$ cat config.mk
export PLATFORM = sky130hd
export DESIGN_NAME = branch_target_buffer
export DESIGN_NICKNAME = d
export VERILOG_FILES = /design/src/rtl/branch_target_buffer.sv
export SDC_FILE = /design/constraint.sdc
export NUM_CORES = 1
export LEC_CHECK = 0
export BUFFER_PORTS_ARGS = -buffer_cell sky130_fd_sc_hd__buf_2
export CAP_MARGIN = 20
export CORE_MARGIN = 10
export CORE_UTILIZATION = 35
export DETAILED_ROUTE_END_ITERATION = 7
export PLACE_DENSITY = 0.55
export SETUP_SLACK_MARGIN = 0.02
export SLEW_MARGIN = 40
export SYNTH_ARGS = -nofsm -noshare
export SYNTH_HDL_FRONTEND = slang
export SYNTH_SLANG_ARGS = --single-unit
$ cat constraint.sdc
create_clock -name clk -period 9.7 [get_ports clk]
set_input_delay 2.425 -clock clk [delete_from_list [all_inputs] [get_ports clk]]
set_output_delay 2.425 -clock clk [all_outputs]
set_load 0.005 [all_outputs]
$ cat src/rtl/branch_target_buffer.sv
// Direct-mapped branch target buffer with 2-bit saturating direction counters.
// Optional statistics counters are built when BTB_STATS_EN is defined.
module branch_target_buffer #(
    parameter int addrWidth = 15,
    parameter int ENTRIES   = 16
) (
    input  logic                 clk,
    input  logic                 rst,
    input  logic                 Hcf,
    input  logic                 flush,
    input  logic [addrWidth-1:0] IF_pc,
    output logic                 predict_hit,
    output logic                 predict_taken,
    output logic [addrWidth-1:0] Predict_Target_pc,
    input  logic                 EXE_valid,
    input  logic [addrWidth-1:0] EXE_pc,
    input  logic                 EXE_taken,
    input  logic [addrWidth-1:0] EXE_Target_pc,
    input  logic                 EXE_pred_taken,
    output logic                 mispredict
`ifdef BTB_STATS_EN
    ,
    output logic [15:0]          stat_lookups,
    output logic [15:0]          stat_hits,
    output logic [15:0]          stat_mispredicts
`endif
);

    localparam int IDXW = $clog2(ENTRIES);
    localparam int TAGW = addrWidth - 2 - IDXW;

    function automatic logic [1:0] sat_inc(input logic [1:0] c);
        sat_inc = (c == 2'b11) ? 2'b11 : c + 2'b01;
    endfunction

    function automatic logic [1:0] sat_dec(input logic [1:0] c);
        sat_dec = (c == 2'b00) ? 2'b00 : c - 2'b01;
    endfunction

    logic [ENTRIES-1:0]   valid_q, valid_d;
    logic [TAGW-1:0]      tag_q    [ENTRIES];
    logic [TAGW-1:0]      tag_d    [ENTRIES];
    logic [addrWidth-1:0] target_q [ENTRIES];
    logic [addrWidth-1:0] target_d [ENTRIES];
    logic [1:0]           ctr_q    [ENTRIES];
    logic [1:0]           ctr_d    [ENTRIES];

    logic [IDXW-1:0] if_idx_s, exe_idx_s;
    logic [TAGW-1:0] if_tag_s, exe_tag_s;
    logic            if_hit_s, exe_hit_s;
    logic            unused_pc_bits_s;

    assign if_idx_s  = IF_pc[IDXW+1:2];
    assign if_tag_s  = IF_pc[addrWidth-1:IDXW+2];
    assign exe_idx_s = EXE_pc[IDXW+1:2];
    assign exe_tag_s = EXE_pc[addrWidth-1:IDXW+2];
    assign unused_pc_bits_s = ^{IF_pc[1:0], EXE_pc[1:0]};

    // Zero-latency lookup: reads the pre-update table, no bypass from EXE.
    always_comb begin
        if_hit_s          = valid_q[if_idx_s] && (tag_q[if_idx_s] == if_tag_s);
        predict_hit       = if_hit_s;
        predict_taken     = if_hit_s & ctr_q[if_idx_s][1];
        Predict_Target_pc = if_hit_s ? target_q[if_idx_s] : {addrWidth{1'b0}};
        mispredict        = EXE_valid & (EXE_pred_taken != EXE_taken);
    end

    // Next-state table: flush beats training; Hcf freezes everything.
    always_comb begin
        valid_d   = valid_q;
        tag_d     = tag_q;
        target_d  = target_q;
        ctr_d     = ctr_q;
        exe_hit_s = valid_q[exe_idx_s] && (tag_q[exe_idx_s] == exe_tag_s);
        if (Hcf) begin
            valid_d = valid_q;
        end else if (flush) begin
            valid_d = {ENTRIES{1'b0}};
        end else if (EXE_valid) begin
            if (exe_hit_s) begin
                if (EXE_taken) begin
                    ctr_d[exe_idx_s]    = sat_inc(ctr_q[exe_idx_s]);
                    target_d[exe_idx_s] = EXE_Target_pc;
                end else begin
                    ctr_d[exe_idx_s]    = sat_dec(ctr_q[exe_idx_s]);
                end
            end else if (EXE_taken) begin
                // Allocation silently replaces any aliasing entry.
                valid_d[exe_idx_s]  = 1'b1;
                tag_d[exe_idx_s]    = exe_tag_s;
                target_d[exe_idx_s] = EXE_Target_pc;
                ctr_d[exe_idx_s]    = 2'b10;
            end else begin
                valid_d = valid_q;
            end
        end else begin
            valid_d = valid_q;
        end
    end

    // Table storage with synchronous active-low reset.
    always_ff @(posedge clk) begin
        if (!rst) begin
            valid_q <= {ENTRIES{1'b0}};
            for (int i = 0; i < ENTRIES; i++) begin
                tag_q[i]    <= {TAGW{1'b0}};
                target_q[i] <= {addrWidth{1'b0}};
                ctr_q[i]    <= 2'b01;
            end
        end else begin
            valid_q  <= valid_d;
            tag_q    <= tag_d;
            target_q <= target_d;
            ctr_q    <= ctr_d;
        end
    end

`ifdef BTB_STATS_EN
    logic [15:0] stat_lookups_q, stat_lookups_d;
    logic [15:0] stat_hits_q, stat_hits_d;
    logic [15:0] stat_mispredicts_q, stat_mispredicts_d;

    // Event counters, wrapping modulo 2^16 and paused while halted.
    always_comb begin
        stat_lookups_d     = stat_lookups_q;
        stat_hits_d        = stat_hits_q;
        stat_mispredicts_d = stat_mispredicts_q;
        if (!Hcf) begin
            stat_lookups_d     = stat_lookups_q + 16'd1;
            stat_hits_d        = stat_hits_q + {15'd0, if_hit_s};
            stat_mispredicts_d = stat_mispredicts_q + {15'd0, mispredict};
        end else begin
            stat_lookups_d     = stat_lookups_q;
        end
    end

    // Counter storage.
    always_ff @(posedge clk) begin
        if (!rst) begin
            stat_lookups_q     <= 16'd0;
            stat_hits_q        <= 16'd0;
            stat_mispredicts_q <= 16'd0;
        end else begin
            stat_lookups_q     <= stat_lookups_d;
            stat_hits_q        <= stat_hits_d;
            stat_mispredicts_q <= stat_mispredicts_d;
        end
    end

    assign stat_lookups     = stat_lookups_q;
    assign stat_hits        = stat_hits_q;
    assign stat_mispredicts = stat_mispredicts_q;
`endif

endmodule

# After elaboration in Yosys (flattened, before gate mapping)

Index checks and enable logic that the tools add are counted.

Bits of input ports: 52
Output and inout port bits: 18
Flip-flop bits (word level): 432
Word-level logic and storage cells: 126

Equality and inequality tests: 5
Reduce and logical (&&, ||, !) cells: 12
Bitwise gates (word level): 11
Muxes and demuxes: 41
$lt $le $gt $ge: 6
Add/subtract/negate cells: 2

Operators with widths:

| kind               | count |
|---|---|
| $bwmux 240         | 1 |
| $bwmux 144         | 1 |
| $mux 32            | 3 |
| $bmux 9 s4         | 2 |
| $bwmux 32          | 2 |
| $mux 16            | 4 |
| $bmux 15 s4        | 1 |
| $demux 15 s4       | 1 |
| $mux 15            | 4 |
| $mux 9             | 5 |
| $demux 9 s4        | 1 |
| $or 16x16->16      | 2 |
| $eq 9x9->1         | 2 |
| $and 16x16->16     | 1 |
| $bmux 2 s4         | 2 |
| $not 16->16        | 1 |
| $mux 2             | 7 |
| $reduce_and 4->1   | 3 |
| $ge 5x5->1 const B | 2 |
| $lt 4x5->1 const B | 2 |
| $not 4->5          | 2 |
| $bmux 1 s4         | 2 |
| $demux 2 s4        | 1 |
| $reduce_bool 2->1  | 3 |
| 14 further kinds   | 22 |

# Depth between registers and ports, before layout

Gate-level depths: netlist (run 1).

Depth after elaboration: 9
Depth in mapped cells: 13
Depth with buffers taken out: 8

# Worst setup path after synthesis (run 1)

OpenSTA, ideal clock, no wires.

Kind: input-to-output
Start point: input IF_pc[2]
End point: output Predict_Target_pc[10]
Cell stages on the path: 8
Required time: 7.275 ns
Arrival: 4.870 ns
Buffers on the path: 5
Setup slack: 2.405 ns
Path through: buf_2 -> buf_6 -> buf_2 -> buf_2 -> buf_1 -> mux4_2 -> mux4_2 -> nor2b_1

Cells in the longest elaborated chain, start to end: 7
Elaborated cells on any way between the ends: 12
Classes of those cells: eq/ne (1); mux (9); bitwise (1); reduce/logical (1)

Ends and longest elaborated chain:

| element                                   | RTL line | source |
|---|---|---|
| start, declared                           | 11       | `input logic [addrWidth-1:0] IF_pc,` |
| $not 4->5 (implied by the code)           | 61, 64   |  |
| $bmux 9 s4                                | 61       | `if_hit_s = valid_q[if_idx_s] && (tag_q[if_idx_s] == if_tag_s);` |
| $mux 9 (implied by the code) (2 in a row) | 61       |  |
| $eq 9x9->1                                | 61       |  |
| $logic_and 1x1->1                         | 61       |  |
| $mux 15 *                                 | 64       | `Predict_Target_pc = if_hit_s ? target_q[if_idx_s] : {addrWidth{1'b0}};` |
| end, declared                             | 14       | `output logic [addrWidth-1:0] Predict_Target_pc,` |

Mark *: on every way between the ends. The rest lies on a longest branch, timed or not. The select of a mux whose other input is x is not followed.

# Worst setup path after layout (run 1)

Start point: input IF_pc[3]
End point: output Predict_Target_pc[14]

Same word-level chain as after synthesis.

==> impl_results.md, run 1 <==
* Post-detail-place hpwl at 39770 um
* Setup TNS at 0 ns
* Min-delay src: target_q[236]$_SDFFE_PN0P_
* Synth unique cells at 54
* H-tree depth at 2
* DRT iter0 DRCs at 1365
* Clock skew at 0.02454 ns
* Type of origin of the critical path: input port
* I/O Buffers at 65
* Crit path capture type: primary output
* Clock Tree Root: clkbuf_16
* Hold EP: target_q[236]$_SDFFE_PN0P_
* Die Height at 266.9 um
* Routing usage on met3 at 0.04040
* Most frequent cells in the layout: nand2_1, dfxtp_1, a21boi_0
* Fraction of registers with async set/reset at 0
* GRT Util Overall at 0.1832
* Post-synthesis sequential area ratio at 0.4054
* Setup Fix Bufs, Post-CTS at 0
* WP data arrival at 5.76 ns
* Worst reg2reg setup slack at 6.28 ns
* Fin. Hold Viols at 0
* Fin nets at 2169
* Initial core utilization at 0.3535
* Setup violations, final at 0
* Worst hold stages at 2
* Clk_lat worst skew at 0.60 ns
* Power Dens Cells at 162.1 nW/um^2
* R2R depth at 8
* Synth-to-layout area growth at 11.83%
* Core area at 60360 sq um
* Max Freq at 0.1221 GHz
* Gr ovfl total at 0
* Outcome: complete, no violations
* Minimum clock period at 8.188 ns
* Max-slew violation count at 0
* PostCTS Resize Cnt at 0
* Wirelength per Cell at 22.44 um
* Largest net degree at the start of global routing at 113
* WL final at 65900 um
* Setup ws final at 1.512 ns
* IO Count at 70
* Synth Instances at 2147
* Antenna violations before repair at 7
* Met2 Use GR at 0.3088
* Number of synthesized flops with an enable pin at 0
* Met1 global-route usage at 0.2270
* Mapped Area at 21330 sq um
* Slew HR at 0.4079
* Yosys reg bits at 432
* Max VDD drop at 120.1 uV
* Worst hold slack at 0.4597 ns
* Vias in the first global route at 16150
* Routed Antenna Nets at 0
* RSZ-0062 raised after global routing: no
* Hold bufs inserted after CTS at 0
* Min-delay worst type: flop to flop
* Share of cells above drive strength 1 at 0.1899
* Commonest non-fill, non-tap cell in the layout: nand2_1
* Static Leak at 7.663 nW
* First-pass GRT wire length at 99880 um
* Die width at 266.9 um
* Row count at 90
* CTS tree: done
* Clock tree buffer depth at 3
* Total power at 3.867 mW
* Vias/cell at 5.461
* Cts bufs inserted at 48
* Max-cap violations at 0
* First-pass detailed-route iteration total at 5
* R2R Path End: ctr_q[18]$_SDFFE_PN1P_
* Syn. warnings at 0
* Period utilization at 0.8442
* Clk slew on worst S/H paths at 0.06 ns
* RR Startpoint: tag_q[4]$_SDFFE_PN0P_
* Vias at 16040
* Place WS at 1.510 ns
* Routability congestion estimate from global placement at 0.8164
* Post-Syn Nets at 2199
* Synth area leaders: dfxtp_1, mux4_2, nand2_1
* Maximum fanout along the worst path at 33
* Final Core Density at 0.3953
* Post-synth top area cell: dfxtp_1
* Avg Cell Area, Syn at 9.937 sq um
* Ys flop type: dfxtp_1
* Critical path class: input port to primary output
* Actual slew at the worst max-slew pin at 0.8801 ns
* GRT busiest layer: met2
* DRC at 0
* Area share of the largest cell type after synthesis at 0.4054
* Req. time, crit path at 7.28 ns
* Clock sink count at 432
* DIE AREA at 71230 sq um
==> report_power, final <==
| part | internal [mW] | switching, mW | total, mW |
|---|---|---|---|
| sequential | 1.78 | 0.00265 | 1.78 |
| clock | 1.10 | 0.776 | 1.87 |
| combinational | 0.0715 | 0.143 | 0.215 |
| total | 2.95 | 0.922 | 3.87 |
==> logic make-up after synthesis <==
kind of cell,after synthesis,synth area share
compound gates,342,0.1164
simple gates,808,0.1600
mux,345,0.2666
flops,432,0.4054
buf+inv,193,0.04041
fa+ha+maj,2,0.0009970
xor+xnor,25,0.01026
==> worst max-delay path, stage by stage <==
cell     delay (ns)
buf_4          0.32
buf_4          0.56
mux4_2         0.57
mux4_2         0.49
xor2_1         0.16
nor4_1         0.46
nand4_1        0.16
buf_4          0.27
nor2b_1        0.18
buf_2          0.15
==> metrics by stage <==
step,std cells,instance area (sq um)
6_report,2937,23860
5_1_grt,2936,23860
4_1_cts,2936,23850
3_5_place_dp,2849,22220
3_3_place_gp,2849,22150
2_1_floorplan,2147,21330
==> flip-flops by register name, indices dropped and copies added, names as in the netlist <==
register  cells
tag_q       144
valid_q      16
target_q    240
ctr_q        32
==> how the worst max path moves through the flow <==
stage	end	slack [ns]	start
6_report	Predict_Target_pc[14]	1.51	IF_pc[3]
5_1_grt	Predict_Target_pc[14]	1.29	IF_pc[4]
4_1_cts	predict_taken	1.51	IF_pc[4]
3_5_place_dp	predict_taken	1.51	IF_pc[4]
3_3_place_gp	Predict_Target_pc[2]	1.49	IF_pc[3]
2_1_floorplan	Predict_Target_pc[10]	2.40	IF_pc[2]
==> cell usage after synthesis (14+ instances only) <==
| cell type | instances |
|---|---|
| xor2_1 | 23 |
| mux2i_1 | 165 |
| nand2_1 | 680 |
| a21oi_1 | 15 |
| buf_2 | 25 |
| dfxtp_1 | 432 |
| nor2b_1 | 19 |
| a21boi_0 | 253 |
| clkbuf_1 | 129 |
| buf_1 | 14 |
| mux4_2 | 176 |
| nor2_1 | 47 |
| a31oi_1 | 30 |
==> layout make-up <==
type	count	area, sq um
diodes	1	2.502
repair buffers	103	639.4
multi-input cells	1522	11920
clock buffers	71	1458
inverters	10	37.54
clock inverters	16	170.2
fillers	5886	36500
flip-flops and latches	432	8648
well taps	782	978.4
==> metal layers <==
| metal | up-vias | share of wire |
|---|---|---|
| li1 | 7460 | - |
| met5 | - | 0.0012 |
| met2 | 511 | 0.48 |
| met3 | 136 | 0.069 |
| met4 | 12 | 0.033 |
| met1 | 7919 | 0.42 |
No activity file was read; power rests on OpenSTA's default activity.
==> run 2: changes to the inputs <==
==> constraint.sdc (replaced) <==
create_clock -name clk -period 7.9 [get_ports clk]
set_input_delay 1.975 -clock clk [delete_from_list [all_inputs] [get_ports clk]]
set_output_delay 1.975 -clock clk [all_outputs]
set_load 0.005 [all_outputs]
==> impl_results.md, run 2 (same netlist as run 1, synthesis figures left out) <==
* Outcome: complete, no violations
* Max-slew violation count at 0 (unchanged)
* Final Core Density at 0.3945 (-0.0007880)
* IO Count at 70 (unchanged)
* Setup violations, final at 0 (unchanged)
* Die width at 266.9 um (unchanged)
* Crit path buf inv count at 4 (unchanged)
* RSZ-0062 raised after global routing: no
* CP max stage delay at 0.58 ns (about the same)
* Slew HR at 0.4485 (+0.04066)
* Vias/cell at 5.517 (+1.0%)
* Cts bufs inserted at 49 (+2.1%)
* WP data arrival at 4.93 ns (-0.83 ns)
* Synth-to-layout area growth at 11.61%
* Hold bufs inserted after CTS at 0 (unchanged)
* Maximum fanout along the worst path at 38 (+15%)
* Minimum clock period at 6.904 ns
* Post-detail-place hpwl at 40060 um (+0.74%)
* Cell chain of the critical path: buf_6 > mux4_2 > mux4_2 > xor2_1 > nor4_1 > buf_4 > nand4_1 > buf_4 > nor2b_1 > buf_2
* Switching power total at 1.104 mW (+20%)
* Core area at 60360 sq um (unchanged)
* I/O Buffers at 65 (unchanged)
* Routability congestion estimate from global placement at 0.8073 (-1.1%)
* Antenna violations before repair at 8 (+1)
* Top flop regs: target_q x240, tag_q x144, ctr_q x32
* Max-cap violations at 0 (unchanged)
* Period utilization at 0.8739
* Req. time, crit path at 5.93 ns (-1.35 ns)
* Largest net degree at the start of global routing at 215 (+90%)
* Fin. Hold Viols at 0 (unchanged)
* Share of cells above drive strength 1 at 0.1847 (-0.005142)
* Vias in the first global route at 16250 (+0.63%)
* First-pass detailed-route iteration total at 5 (unchanged)
* H-tree depth at 2 (unchanged)
* Routed Antenna Nets at 0 (unchanged)
* Clk_lat worst skew at 0.60 ns (about the same)
* Clock skew at 0.03631 ns (+0.01177 ns)
* Clock tree buffer depth at 3 (unchanged)
* P_int at 3.581 mW (+22%)
* Initial core utilization at 0.3535 (unchanged)
* Vias at 16180 (+0.89%)
* DRT iter0 DRCs at 1632 (+20%)
* DIE AREA at 71230 sq um (unchanged)
* Commonest non-fill, non-tap cell in the layout: nand2_1
* DRC at 0 (unchanged)
* Die Height at 266.9 um (unchanged)
* Clk slew on worst S/H paths at 0.06 ns (about the same)
* Clock power share at 0.476 (-0.008)
* Setup TNS at 0 ns (unchanged)
* Max Freq at 0.1448 GHz
* CTS tree: done
* Type of origin of the critical path: input port
* Clock Tree Root: clkbuf_16
* CP top delay family: multiplexers
* Max VDD drop at 155.4 uV (+29%)
* Crit path capture type: primary output
* Min-delay worst type: flop to flop
* WL final at 65980 um (+0.12%)
* Gr ovfl total at 0 (unchanged)
* Fin nets at 2168 (-0.046%)
* First-pass GRT wire length at 100800 um (+0.95%)
* PostCTS Resize Cnt at 0 (unchanged)
* Static Leak at 7.613 nW (-0.65%)
* Critical path class: input port to primary output
* Setup Fix Bufs, Post-CTS at 0 (unchanged)
* Wirelength per Cell at 22.50 um (+0.25%)
* Biggest register: target_q
* Worst reg2reg setup slack at 4.48 ns (-1.80 ns)
* GRT Util Overall at 0.1837 (+0.0005795)
* Net Sw Frac at 0.2357 (-0.002678)
* Actual slew at the worst max-slew pin at 0.8272 ns (-0.05288 ns)
* Largest register FFs at 240 (unchanged)
* Clock sink count at 432 (unchanged)
* Reg power frac at 0.467 (+0.006)
* Comb pwr share at 0.057 (about the same)
* CP max-delay cell: mux4_2
* Power Dens Cells at 196.8 nW/um^2 (+21%)
* Most frequent cells in the layout: nand2_1, dfxtp_1, a21boi_0
* Row count at 90 (unchanged)
==> run 2: changes by cell type in the layout (fill, tap and decap cells not counted), sizes merged <==
cell	change
diode	+1
clkinvlp	+1
clkinv	-4
buf	-2
inv	-1
bufinv	+1
==> run 2: cell type report <==
cell class,count,area [sq um]
fillers,5828,36550
multi-input cells,1522,11940
flip-flops and latches,432,8648
clock buffers,71,1380
well taps,782,978.4
repair buffers,101,653.1
clock inverters,13,171.4
inverters,10,37.54
diodes,2,5.005
==> run 2: stage by stage <==
step,hold WS (ns),setup slack [ns],cell area (sq um),total power [mW],std cells
4_1_cts,0.4631,0.9418,23780,4.734,2930
6_report,0.4615,0.9958,23810,4.686,2933
5_1_grt,0.4791,0.8365,23810,4.843,2933
2_1_floorplan,0.4399,1.505,21330,2.423,2147
3_5_place_dp,0.4546,0.9414,22230,2.501,2846
3_3_place_gp,0.4480,0.9532,22140,2.495,2846
==> run 2: metal layers <==
metal | GRT usage | vias up | routed length (um)
met5 | 0 | - | 36
met4 | 0.06157 | 8 | 1894
met3 | 0.04316 | 117 | 4621
met2 | 0.3061 | 522 | 31840
met1 | 0.2303 | 8093 | 27590
li1 | - | 7441 | -
==> run 2: path summary, 6_finish.rpt <==
kind	from	to	cells after the start
setup / recovery	IF_pc[2]	Predict_Target_pc[2]	10
hold / removal	target_q[227]$_SDFFE_PN0P_	target_q[227]$_SDFFE_PN0P_	2
setup reg to reg	tag_q[2]$_SDFFE_PN0P_	ctr_q[18]$_SDFFE_PN1P_	8
hold reg to reg	target_q[227]$_SDFFE_PN0P_	target_q[227]$_SDFFE_PN0P_	2
==> run 2: tightest hold or removal path, cell delays in order, from the launching register on <==
cell	delay (ns)
dfxtp_1	0.30
nand2_1	0.04
a21boi_0	0.06
==> run 2: power groups by stage <==
stage	clock network (mW)	registers, mW	logic, mW
4_1_cts	2.28	2.19	0.266
3_5_place_dp	0	2.24	0.266
2_1_floorplan	0	2.23	0.189
5_1_grt	2.37	2.19	0.285
6_report	2.23	2.19	0.268
3_3_place_gp	0	2.23	0.261
==> run 3: changes to the inputs <==
--- a/config.mk
+++ b/config.mk
@@ -5,7 +5,7 @@
 export SDC_FILE = /design/constraint.sdc
 export NUM_CORES = 1
 export LEC_CHECK = 0
-export BUFFER_PORTS_ARGS = -buffer_cell sky130_fd_sc_hd__buf_2
+export BUFFER_PORTS_ARGS = -buffer_cell sky130_fd_sc_hd__clkbuf_2
 export CAP_MARGIN = 20
 export CORE_MARGIN = 10
 export CORE_UTILIZATION = 35
==> impl_results.md, run 3 (same netlist as run 1, synthesis figures left out) <==
* Outcome: complete, no violations
* IO Count at 70 (unchanged)
* Commonest non-fill, non-tap cell in the layout: nand2_1
* Static Leak at 7.600 nW (-0.17%)
* DRC at 0 (unchanged)
* First-pass GRT wire length at 100400 um (-0.46%)
* R2R depth at 8 (unchanged)
* Clock skew at 0.02579 ns (-0.01052 ns)
* Synth-to-layout area growth at 11.49%
* Slew HR at 0.4712 (+0.02266)
* Worst reg2reg setup slack at 4.46 ns (-0.02 ns)
* Setup violations, final at 0 (unchanged)
* Req. time, crit path at 5.93 ns (about the same)
* Fin nets at 2168 (unchanged)
* DIE AREA at 71230 sq um (unchanged)
* Vias/cell at 5.518 (about the same)
* Vias in the first global route at 16070 (-1.1%)
* CP top delay family: buffers and inverters
* PostCTS Resize Cnt at 0 (unchanged)
* Top flop regs: target_q x240, tag_q x144, ctr_q x32
* Share of cells above drive strength 1 at 0.1860 (+0.001277)
* Crit path capture type: primary output
* Clk slew on worst S/H paths at 0.06 ns (about the same)
* Setup Fix Bufs, Post-CTS at 0 (unchanged)
* Die width at 266.9 um (unchanged)
* RR Startpoint: tag_q[4]$_SDFFE_PN0P_
* CTS tree: done
* Core area at 60360 sq um (unchanged)
* Max-slew violation count at 0 (unchanged)
* R2R Path End: ctr_q[12]$_SDFFE_PN1P_
* Antenna violations before repair at 4 (-4)
* Row count at 90 (unchanged)
* Actual slew at the worst max-slew pin at 0.7872 ns (-0.04005 ns)
* First-pass detailed-route iteration total at 5 (unchanged)
* Die Height at 266.9 um (unchanged)
* Hold bufs inserted after CTS at 0 (unchanged)
* Min-delay worst type: flop to flop
* Minimum clock period at 6.956 ns (+0.05133 ns)
* Place WS at 0.9036 ns (-0.03775 ns)
* Biggest register: target_q
* Clock tree buffer depth at 3 (unchanged)
* Final Core Density at 0.3941 (-0.0004150)
* Routability congestion estimate from global placement at 0.8067 (about the same)
* Period utilization at 0.8804 (+0.006498)
* WP data arrival at 4.98 ns (+0.05 ns)
* Fin. Hold Viols at 0 (unchanged)
* I/O Buffers at 65 (unchanged)
* Routed Antenna Nets at 0 (unchanged)
* CP max stage delay at 0.49 ns (-0.09 ns)
* Worst hold stages at 2 (unchanged)
* Largest register FFs at 240 (unchanged)
* GRT Util Overall at 0.1825 (-0.001228)
* Most frequent cells in the layout: nand2_1, dfxtp_1, a21boi_0
* Largest net degree at the start of global routing at 245 (+14%)
* Worst hold slack at 0.4603 ns (-0.001170 ns)
* Clock sink count at 432 (unchanged)
* Crit path buf inv count at 4 (unchanged)
* Max-cap violations at 0 (unchanged)
* Max VDD drop at 133.5 uV (-14%)
* CP max-delay cell: mux4_2
* Initial core utilization at 0.3535 (unchanged)
* Post-detail-place hpwl at 40100 um (about the same)
* DRT iter0 DRCs at 1377 (-16%)
* Hold EP: target_q[57]$_SDFFE_PN0P_
* Type of origin of the critical path: input port
* Power Dens Cells at 194.8 nW/um^2 (-1.0%)
* Wirelength per Cell at 22.44 um (-0.24%)
* H-tree depth at 2 (unchanged)
* WL final at 65710 um (-0.41%)
* Max Freq at 0.1438 GHz (-0.74%)
* Setup TNS at 0 ns (unchanged)
* Maximum fanout along the worst path at 17 (-55%)
* RSZ-0062 raised after global routing: no
* Clock Tree Root: clkbuf_16
* Setup ws final at 0.9445 ns (-0.05133 ns)
* Vias at 16160 (-0.14%)
* Cell chain of the critical path: buf_2 > buf_4 > mux4_2 > mux4_2 > xor2_1 > nor4_1 > nand4_1 > buf_4 > nor2b_1 > clkbuf_2
* Critical path class: input port to primary output
* Fillers at 5936 (+1.9%)
* Min-delay src: target_q[57]$_SDFFE_PN0P_
* Clk_lat worst skew at 0.60 ns (about the same)
* Gr ovfl total at 0 (unchanged)
* Cts bufs inserted at 47 (-4.1%)
## run 3: how the worst max path moves through the flow
stage,startpoint,endpoint,slack [ns],cells after the start
3_3_place_gp,IF_pc[4],Predict_Target_pc[5],0.96,10
2_1_floorplan,IF_pc[2],Predict_Target_pc[10],1.50,8
5_1_grt,IF_pc[4],Predict_Target_pc[12],0.71,10
4_1_cts,IF_pc[4],Predict_Target_pc[12],0.89,10
6_report,IF_pc[4],Predict_Target_pc[8],0.94,10
3_5_place_dp,IF_pc[4],Predict_Target_pc[12],0.90,10
## run 3: area by class of cell
type	instances	area, sq um	area share
clock buffer	66	1358	0.05708
clock inverter	12	152.6	0.006418
antenna	1	2.502	0.0001052
sequential	432	8648	0.3636
multi-input combinational	1522	11930	0.5016
timing repair buffer	103	676.9	0.02846
inverter	10	37.54	0.001578
tap	782	978.4	0.04114
## run 3: worst min-delay path, cell delays in order (launching register included)
cell,delay (ns)
dfxtp_1,0.30
nand2_1,0.04
a21boi_0,0.06
## run 3: layer usage
layer  global-route usage  share of wire
met5                    0        0.00033
met2               0.3083           0.49
met1               0.2376           0.43
met4              0.04499          0.019
met3              0.03249          0.064
## run 3: report_power, final
group | switching (mW) | leakage (nW) | internal (mW)
Clock | 0.918 | 0.742 | 1.26
Sequential | 0.00325 | 3.48 | 2.18
Combinational | 0.178 | 3.38 | 0.0898
Total | 1.10 | 7.60 | 3.53
## run 3: per-stage QoR
stage / instance area (sq um) / instances / power (mW)
finish: 23790 / 2928 / 4.632
global route: 23790 / 2928 / 4.779
CTS: 23760 / 2926 / 4.673
detailed placement: 22250 / 2848 / 2.501
global placement: 22160 / 2848 / 2.497
floorplan: 21330 / 2147 / 2.423
